[src/rtl/cgra_pkg.sv]
// Shared types and default sizing for the CGRA kernel sequencer.
package cgra_pkg;

  localparam int unsigned ITER_WIDTH_DEF     = 16;
  localparam int unsigned TIMEOUT_WIDTH_DEF  = 20;
  localparam int unsigned TIMEOUT_CYCLES_DEF = 1000000;

  typedef enum logic [2:0] {
    IDLE,
    LAUNCH,
    ACK,
    RUN,
    DONE
  } seq_state_t;

endpackage

[src/rtl/cgra_kernel_sequencer_if.sv]
// Software start/done handshake plus PE-array launch/busy signals.
// slave = sequencer side, master = software/array side.
interface cgra_kernel_sequencer_if
  import cgra_pkg::*;
#(
  parameter int unsigned ITER_WIDTH = ITER_WIDTH_DEF
);

  logic                  Computation_Start;
  logic [ITER_WIDTH-1:0] Iter_Count;
  logic                  PE_Array_Busy;
  logic                  PE_Array_Start;
  logic [ITER_WIDTH-1:0] Iter_Index;
  logic                  Computation_Done;
  logic                  Timeout_Err;

  modport slave (
    input  Computation_Start, Iter_Count, PE_Array_Busy,
    output PE_Array_Start, Iter_Index, Computation_Done, Timeout_Err
  );

  modport master (
    output Computation_Start, Iter_Count, PE_Array_Busy,
    input  PE_Array_Start, Iter_Index, Computation_Done, Timeout_Err
  );

endinterface

[src/rtl/cgra_seq_watchdog.sv]
// Wait-phase watchdog: counts cycles while active, flags the LIMIT-th cycle.
module cgra_seq_watchdog #(
  parameter int unsigned WIDTH = 20,
  parameter int unsigned LIMIT = 1000000
) (
  input  logic clk,
  input  logic rst,
  input  logic clear,
  input  logic active,
  output logic expired
);

  logic [WIDTH-1:0] count;

  // NOTE: sequential state uses non-blocking assignments so every flop
  // samples pre-edge values regardless of process ordering.
  always_ff @(posedge clk) begin
    if (rst || clear) begin
      count <= '0;
    end else if (active) begin
      count <= count + 1'b1;
    end
  end

  // count holds the cycles already spent, so this is the LIMIT-th wait cycle.
  assign expired = active && (count == WIDTH'(LIMIT - 1));

endmodule

[src/rtl/cgra_kernel_sequencer.sv]
// Multi-iteration run controller for the 5x5 PE array.
// Optional watchdog enabled by defining CGRA_SEQ_TIMEOUT_EN.
module cgra_kernel_sequencer
  import cgra_pkg::*;
#(
  parameter int unsigned ITER_WIDTH     = ITER_WIDTH_DEF,
  parameter int unsigned TIMEOUT_WIDTH  = TIMEOUT_WIDTH_DEF,
  parameter int unsigned TIMEOUT_CYCLES = TIMEOUT_CYCLES_DEF
) (
  input logic                    Clk,
  input logic                    Rst,
  cgra_kernel_sequencer_if.slave bus
);

  if (TIMEOUT_CYCLES >= (64'd1 << TIMEOUT_WIDTH)) begin : g_bad_timeout
    $error("TIMEOUT_CYCLES does not fit in TIMEOUT_WIDTH bits");
  end

  seq_state_t            state;
  seq_state_t            next_state;
  logic [ITER_WIDTH-1:0] iter_index;
  logic [ITER_WIDTH-1:0] iter_total;
  logic                  accept;
  logic                  last_iter;
  logic                  timeout_hit;

  assign accept    = (state == IDLE) && bus.Computation_Start && (bus.Iter_Count != '0);
  assign last_iter = (iter_index == iter_total - 1'b1);

`ifdef CGRA_SEQ_TIMEOUT_EN
  logic wd_clear;
  logic wd_active;
  logic wd_expired;
  logic timeout_err;

  assign wd_active = (state == ACK) || (state == RUN);
  assign wd_clear  = ((next_state == ACK) && (state != ACK)) ||
                     ((next_state == RUN) && (state != RUN));
  // Expiry only counts while the phase is still waiting; a same-cycle busy
  // transition wins and the run proceeds normally.
  assign timeout_hit = wd_expired &&
                       (((state == ACK) && !bus.PE_Array_Busy) ||
                        ((state == RUN) &&  bus.PE_Array_Busy));

  cgra_seq_watchdog #(
    .WIDTH (TIMEOUT_WIDTH),
    .LIMIT (TIMEOUT_CYCLES)
  ) u_watchdog (
    .clk     (Clk),
    .rst     (Rst),
    .clear   (wd_clear),
    .active  (wd_active),
    .expired (wd_expired)
  );

  always_ff @(posedge Clk) begin
    if (Rst || accept) begin
      timeout_err <= 1'b0;
    end else if (timeout_hit) begin
      timeout_err <= 1'b1;
    end
  end

  assign bus.Timeout_Err = timeout_err;
`else
  assign timeout_hit     = 1'b0;
  assign bus.Timeout_Err = 1'b0;
`endif

  always_ff @(posedge Clk) begin
    if (Rst) begin
      state <= IDLE;
    end else begin
      state <= next_state;
    end
  end

  // NOTE: next_state takes a default first so no path leaves it unassigned,
  // which would otherwise infer a latch.
  always_comb begin
    next_state = state;
    case (state)
      IDLE: begin
        if (bus.Computation_Start) begin
          next_state = (bus.Iter_Count != '0) ? LAUNCH : DONE;
        end
      end
      LAUNCH: next_state = ACK;
      ACK: begin
        if (bus.PE_Array_Busy) begin
          next_state = RUN;
        end else if (timeout_hit) begin
          next_state = DONE;
        end
      end
      RUN: begin
        if (!bus.PE_Array_Busy) begin
          next_state = last_iter ? DONE : LAUNCH;
        end else if (timeout_hit) begin
          next_state = DONE;
        end
      end
      DONE: begin
        if (!bus.Computation_Start) begin
          next_state = IDLE;
        end
      end
      default: next_state = IDLE;
    endcase
  end

  // Iteration bookkeeping: the count is captured once, so later Iter_Count
  // changes cannot alter a run in flight.
  always_ff @(posedge Clk) begin
    if (Rst) begin
      iter_index <= '0;
      iter_total <= '0;
    end else if (accept) begin
      iter_index <= '0;
      iter_total <= bus.Iter_Count;
    end else if ((state == RUN) && !bus.PE_Array_Busy && !last_iter) begin
      iter_index <= iter_index + 1'b1;
    end
  end

  always_comb begin
    bus.PE_Array_Start   = 1'b0;
    bus.Computation_Done = 1'b0;
    case (state)
      LAUNCH:  bus.PE_Array_Start   = 1'b1;
      DONE:    bus.Computation_Done = 1'b1;
      default: ;
    endcase
  end

  assign bus.Iter_Index = iter_index;

endmodule
[src/flat_wrapper.sv]
// flat-port wrapper written by rule: the top's interface ports become plain ports
module cgra_kernel_sequencer_flat import cgra_pkg::*;
#(
  parameter int unsigned ITER_WIDTH     = ITER_WIDTH_DEF,
  parameter int unsigned TIMEOUT_WIDTH  = TIMEOUT_WIDTH_DEF,
  parameter int unsigned TIMEOUT_CYCLES = TIMEOUT_CYCLES_DEF
)
  (Clk, Rst, bus_Computation_Start, bus_Iter_Count, bus_PE_Array_Busy, bus_PE_Array_Start, bus_Iter_Index, bus_Computation_Done, bus_Timeout_Err);
  cgra_kernel_sequencer_if #(.ITER_WIDTH(ITER_WIDTH)) bus_i ();
  input logic Clk;
  input logic Rst;
  input wire logic [$bits(bus_i.Computation_Start)-1:0] bus_Computation_Start;
  input wire logic [$bits(bus_i.Iter_Count)-1:0] bus_Iter_Count;
  input wire logic [$bits(bus_i.PE_Array_Busy)-1:0] bus_PE_Array_Busy;
  output wire logic [$bits(bus_i.PE_Array_Start)-1:0] bus_PE_Array_Start;
  output wire logic [$bits(bus_i.Iter_Index)-1:0] bus_Iter_Index;
  output wire logic [$bits(bus_i.Computation_Done)-1:0] bus_Computation_Done;
  output wire logic [$bits(bus_i.Timeout_Err)-1:0] bus_Timeout_Err;
  assign bus_i.Computation_Start = bus_Computation_Start;
  assign bus_i.Iter_Count = bus_Iter_Count;
  assign bus_i.PE_Array_Busy = bus_PE_Array_Busy;
  assign bus_PE_Array_Start = bus_i.PE_Array_Start;
  assign bus_Iter_Index = bus_i.Iter_Index;
  assign bus_Computation_Done = bus_i.Computation_Done;
  assign bus_Timeout_Err = bus_i.Timeout_Err;
  cgra_kernel_sequencer #(.ITER_WIDTH(ITER_WIDTH), .TIMEOUT_WIDTH(TIMEOUT_WIDTH), .TIMEOUT_CYCLES(TIMEOUT_CYCLES)) u_core (.Clk(Clk), .Rst(Rst), .bus(bus_i));
endmodule
[config.mk]
export PLATFORM = sky130hd
export DESIGN_NAME = cgra_kernel_sequencer_flat
export DESIGN_NICKNAME = d
export VERILOG_FILES = /design/src/rtl/cgra_pkg.sv /design/src/rtl/cgra_kernel_sequencer_if.sv /design/src/rtl/cgra_seq_watchdog.sv /design/src/rtl/cgra_kernel_sequencer.sv /design/src/flat_wrapper.sv
export SDC_FILE = /design/constraint.sdc
export NUM_CORES = 1
export LEC_CHECK = 0
export ABC_AREA = 1
export CELL_PAD_IN_SITES_DETAIL_PLACEMENT = 1
export CELL_PAD_IN_SITES_GLOBAL_PLACEMENT = 2
export CORE_UTILIZATION = 27
export CTS_CLUSTER_DIAMETER = 150
export DETAILED_ROUTE_END_ITERATION = 7
export MAX_ROUTING_LAYER = met4
export PLACE_DENSITY = 0.75
export RECOVER_POWER = 50
export SLEW_MARGIN = 20
export SYNTH_ARGS = -nofsm -noshare
export SYNTH_HDL_FRONTEND = slang
export SYNTH_SLANG_ARGS = --single-unit
[constraint.sdc]
create_clock -name Clk -period 1.8 [get_ports Clk]
set_input_delay 0.27 -clock Clk [delete_from_list [all_inputs] [get_ports Clk]]
set_output_delay 0.27 -clock Clk [all_outputs]
set_load 0.005 [all_outputs]
==> results.toml <==
[run_status]
status = "finished with violations"
failing_checks = "negative setup slack"

[floorplanning]
io_pins = 39
die-height_um = 101
die_area_um2 = 10200
coreArea_um2 = 9370
start_util = 0.282
fp-row-count = 35
dieWidth_um = 101

[critical_path]
crit_path_end_kind = "flop"
timing.rr.start = "u_core.iter_total[1]"
worst-endpoint-required_ps = 1990
timing.critical_path.max_delay_family = "simple AND/OR/NAND/NOR gates"
critical_path_s_largest_stage_delay_ps = 340
worst_setup_path_start_kind = "flop"
worstSetupEndpoint = "u_core.bus.Iter_Index[6]"
r2r.worst_path.cells = 14
cp-startpoint = "u_core.iter_total[1]"
timing.critical_path.arrival_ps = 2110
cp_cell_sequence = "inv_2 -> ha_4 -> nand2_8 -> nor2_8 -> nand2_4 -> nand3_4 -> nand2_2 -> nor2_2 -> nand2_1 -> nor2_2 -> nand2_4 -> buf_6 -> nand3_1 -> a21oi_2"
crit_cells = 14
timing.critical_path.buf_inv = 2
timing.setup.critical_path_class = "flop to flop"
rrSetupSlack_ps = -130
worst-path-max-fanout = 9
critical_path.slowest_cell = "sky130_fd_sc_hd__dfxtp_2"
regToRegEndpoint = "u_core.bus.Iter_Index[6]"

[power]
vdd.ir_drop.worst_v = 0.000341
power_density_nw_per_um2 = 762
power.leakage_nw = 1.64

[grt]
global_route.overflow_total = 0
grt_max_degree = 26
grt_pass1_wl_mm = 14.8
grt.total_usage = 0.193
via_count_of_the_first_global_routing_pass = 3060
initial_antenna_violation_count = 0

[place]
port-buffer-count = 37
gpl.final_weighted_congestion = 0.818
place_hpwl_mm = 7.19
post-place-cells = 617

[cts]
cts_num_sinks = 35
clk_transition_reported_paths_ps = 70
htreeDepth = 2
cts_max_path_buffers = 2
clock_tree_from_tritoncts = "yes"
root_buffer = "sky130_fd_sc_hd__clkbuf_8"
worst_skew_pair.late_latency_ps = 290
cts_inserted_buffers = 5

[logic_synthesis]
syn-mean-instance-area_um2 = 6.51
synth.cell_area_um2 = 2650
area_share_of_the_largest_cell_type_after_synthesis = 0.265
syn-instance-count = 406
yosysWarnings = 0
synth_seq_area_share = 0.265
synthTopCellsByArea = "sky130_fd_sc_hd__dfxtp_1 (26%), sky130_fd_sc_hd__nand2_1 (13%), sky130_fd_sc_hd__nor2_1 (7.4%), sky130_fd_sc_hd__xor2_1 (7.0%), sky130_fd_sc_hd__inv_1 (6.1%)"
synth_seq_cells = 35
syn-num-nets = 428
synth_top_cell_by_area = "sky130_fd_sc_hd__dfxtp_1"
synth.lib_cells_used.distinct = 33

[sta]
setup_repair_after_global_routing_missed_its_margin = "true"
fmax_ghz = 0.519
post-route-worst-setup-slack_ps = -125
final.period_utilization = 1.07
report.final.hold_viol_count = 0
finalClockSkew_ps = 5.53
setup_viol = 18
shortest_period_the_worst_path_allows_ps = 1930
timing.final.max_slew_violations = 0
timing.hold.ws_ps = 490

[cells_and_area]
finish.net_count = 530
num_antenna_cells = 0
layout_commonest_cell = "sky130_fd_sc_hd__nand2_1"
final-seq-area_um2 = 711
layout-area-overhead-vs-synth_pct = 48.0
fillCellCount = 1223
final_layout_size_suffix_gt1_frac = 0.295
multi_input_area_um2 = 1900
final_instance_count_excl_fillers = 638
mostFrequentLayoutCells = "sky130_fd_sc_hd__nand2_1 (86), sky130_fd_sc_hd__buf_4 (47), sky130_fd_sc_hd__nor2_1 (45), sky130_fd_sc_hd__inv_1 (39), sky130_fd_sc_hd__clkdlybuf4s50_1 (33)"

[routing]
drt-pass1-iter-count = 6
totalWireLength_mm = 9.11
routed-via-count = 2935
drt_iter0_drc = 95
avgRoutedWirePerCell_um = 14.3
post_drt_via_cell_ratio = 4.60
antenna_violating_nets_post_route = 0
route.detailed.drc = 0

[min_path]
hold_path.class = "flop to flop"

[flow_run]
drv_cap = 0
==> sequential cells by signal (all words and copies together) (netlist names) <==
register and flops:
u_core.iter_total 16, u_core.bus.Iter_Index 16, u_core.state 3
==> report_power, final <==
part,switching [mW],leakage (nW),internal [mW],total (mW)
clock,0.294,0.0422,0.272,0.566
sequential,0.0930,0.289,0.847,0.940
combinational,0.827,1.31,0.650,1.48
total,1.21,1.64,1.77,2.98
==> repair_timing <==
action                                  4_1_cts  5_1_grt
pin swaps                                     3       17
endpoints found under the setup margin       34       35
gates cloned                                  0        3
buffers inserted                              5        5
gates resized for setup                      23       34
endpoints found under the hold margin         0        0
hold buffers                                  0        0
==> layer usage <==
layer	track usage	wire (um)	up-vias
li1	-	-	1498
met1	0.242	4320	1399
met2	0.327	4490	30
met3	0.0250	178	8
met4	0.0479	122	0
met5	-	0	-
==> cells in the mapped netlist <==
master                     number
sky130_fd_sc_hd__buf_12         1
sky130_fd_sc_hd__nand3b_1       4
sky130_fd_sc_hd__buf_4          1
sky130_fd_sc_hd__inv_2          2
sky130_fd_sc_hd__nand4_1        5
sky130_fd_sc_hd__inv_1         43
sky130_fd_sc_hd__nor2_4         5
sky130_fd_sc_hd__nand3_1       32
sky130_fd_sc_hd__buf_6          1
sky130_fd_sc_hd__nand2_1       94
sky130_fd_sc_hd__clkbuf_2       1
sky130_fd_sc_hd__ha_1           2
sky130_fd_sc_hd__nor3_1         5
sky130_fd_sc_hd__dfxtp_1       35
sky130_fd_sc_hd__nor2_8         1
sky130_fd_sc_hd__nand2_4        5
sky130_fd_sc_hd__nor4_1         6
sky130_fd_sc_hd__a21oi_2       10
sky130_fd_sc_hd__nor2_2         5
sky130_fd_sc_hd__clkbuf_1       4
sky130_fd_sc_hd__nor3_2         2
sky130_fd_sc_hd__a211oi_1       1
sky130_fd_sc_hd__nand2_2       12
sky130_fd_sc_hd__o21ai_2        1
sky130_fd_sc_hd__buf_2          2
sky130_fd_sc_hd__xnor2_1       10
sky130_fd_sc_hd__buf_1          1
sky130_fd_sc_hd__a21o_1         1
sky130_fd_sc_hd__conb_1         1
sky130_fd_sc_hd__xor2_1        21
sky130_fd_sc_hd__nor2_1        52
sky130_fd_sc_hd__o21ai_0       21
sky130_fd_sc_hd__a21oi_1       19
==> cell families (layout without fill, tap and decap cells) <==
logic type / count (synthesis) / count (layout) / synth area share
other: 1 / 1 / 0.00142
and+or+nand+nor: 228 / 229 / 0.412
DFF: 35 / 35 / 0.265
AOI/OAI and AO/OA: 53 / 53 / 0.118
adders and majority gates: 2 / 2 / 0.00946
xor gates and xnor gates: 31 / 31 / 0.103
buffers and inverters: 56 / 158 / 0.0913
==> area by class of cell <==
cell class / instances / share of cell area
clock buffers: 7 / 0.0195
clock inverters: 1 / 0.00128
inverters: 45 / 0.0432
multi-input cells: 316 / 0.486
flip-flops and latches: 35 / 0.182
well taps: 129 / 0.0412
repair buffers: 105 / 0.227
==> stage by stage <==
| stage | instance area [um2] | setup TNS (ps) | worst slack (ps) | util | power (mW) |
|---|---|---|---|---|---|
| 6_report | 3910 | -1920 | -125 | 0.418 | 2.98 |
| 5_1_grt | 3910 | -4250 | -260 | 0.418 | 3.23 |
| 4_1_cts | 3770 | -1720 | -114 | 0.402 | 2.88 |
| 3_3_place_gp | 3560 | -10600 | -402 | 0.380 | 2.17 |
| 2_1_floorplan | 2660 | 0 | 16.6 | - | 1.72 |
| 3_5_place_dp | 3560 | -13010 | -472 | 0.380 | 2.20 |
==> tightest hold or removal path, stage by stage, from the launching register on <==
cell and delay [ps]:
sky130_fd_sc_hd__dfxtp_2 350, sky130_fd_sc_hd__inv_1 60, sky130_fd_sc_hd__a21oi_1 50
==> how the worst min path moves through the flow <==
stage | endpoint | depth (start not counted) | start
6_report | u_core.iter_total[5] | 2 | u_core.iter_total[5]
5_1_grt | u_core.iter_total[6] | 2 | u_core.iter_total[6]
4_1_cts | u_core.iter_total[15] | 2 | u_core.iter_total[15]
3_5_place_dp | u_core.iter_total[15] | 2 | u_core.iter_total[15]
3_3_place_gp | u_core.iter_total[6] | 2 | u_core.iter_total[6]
2_1_floorplan | u_core.state[0] | 1 | Rst
Power figures use the tool's default switching activity.
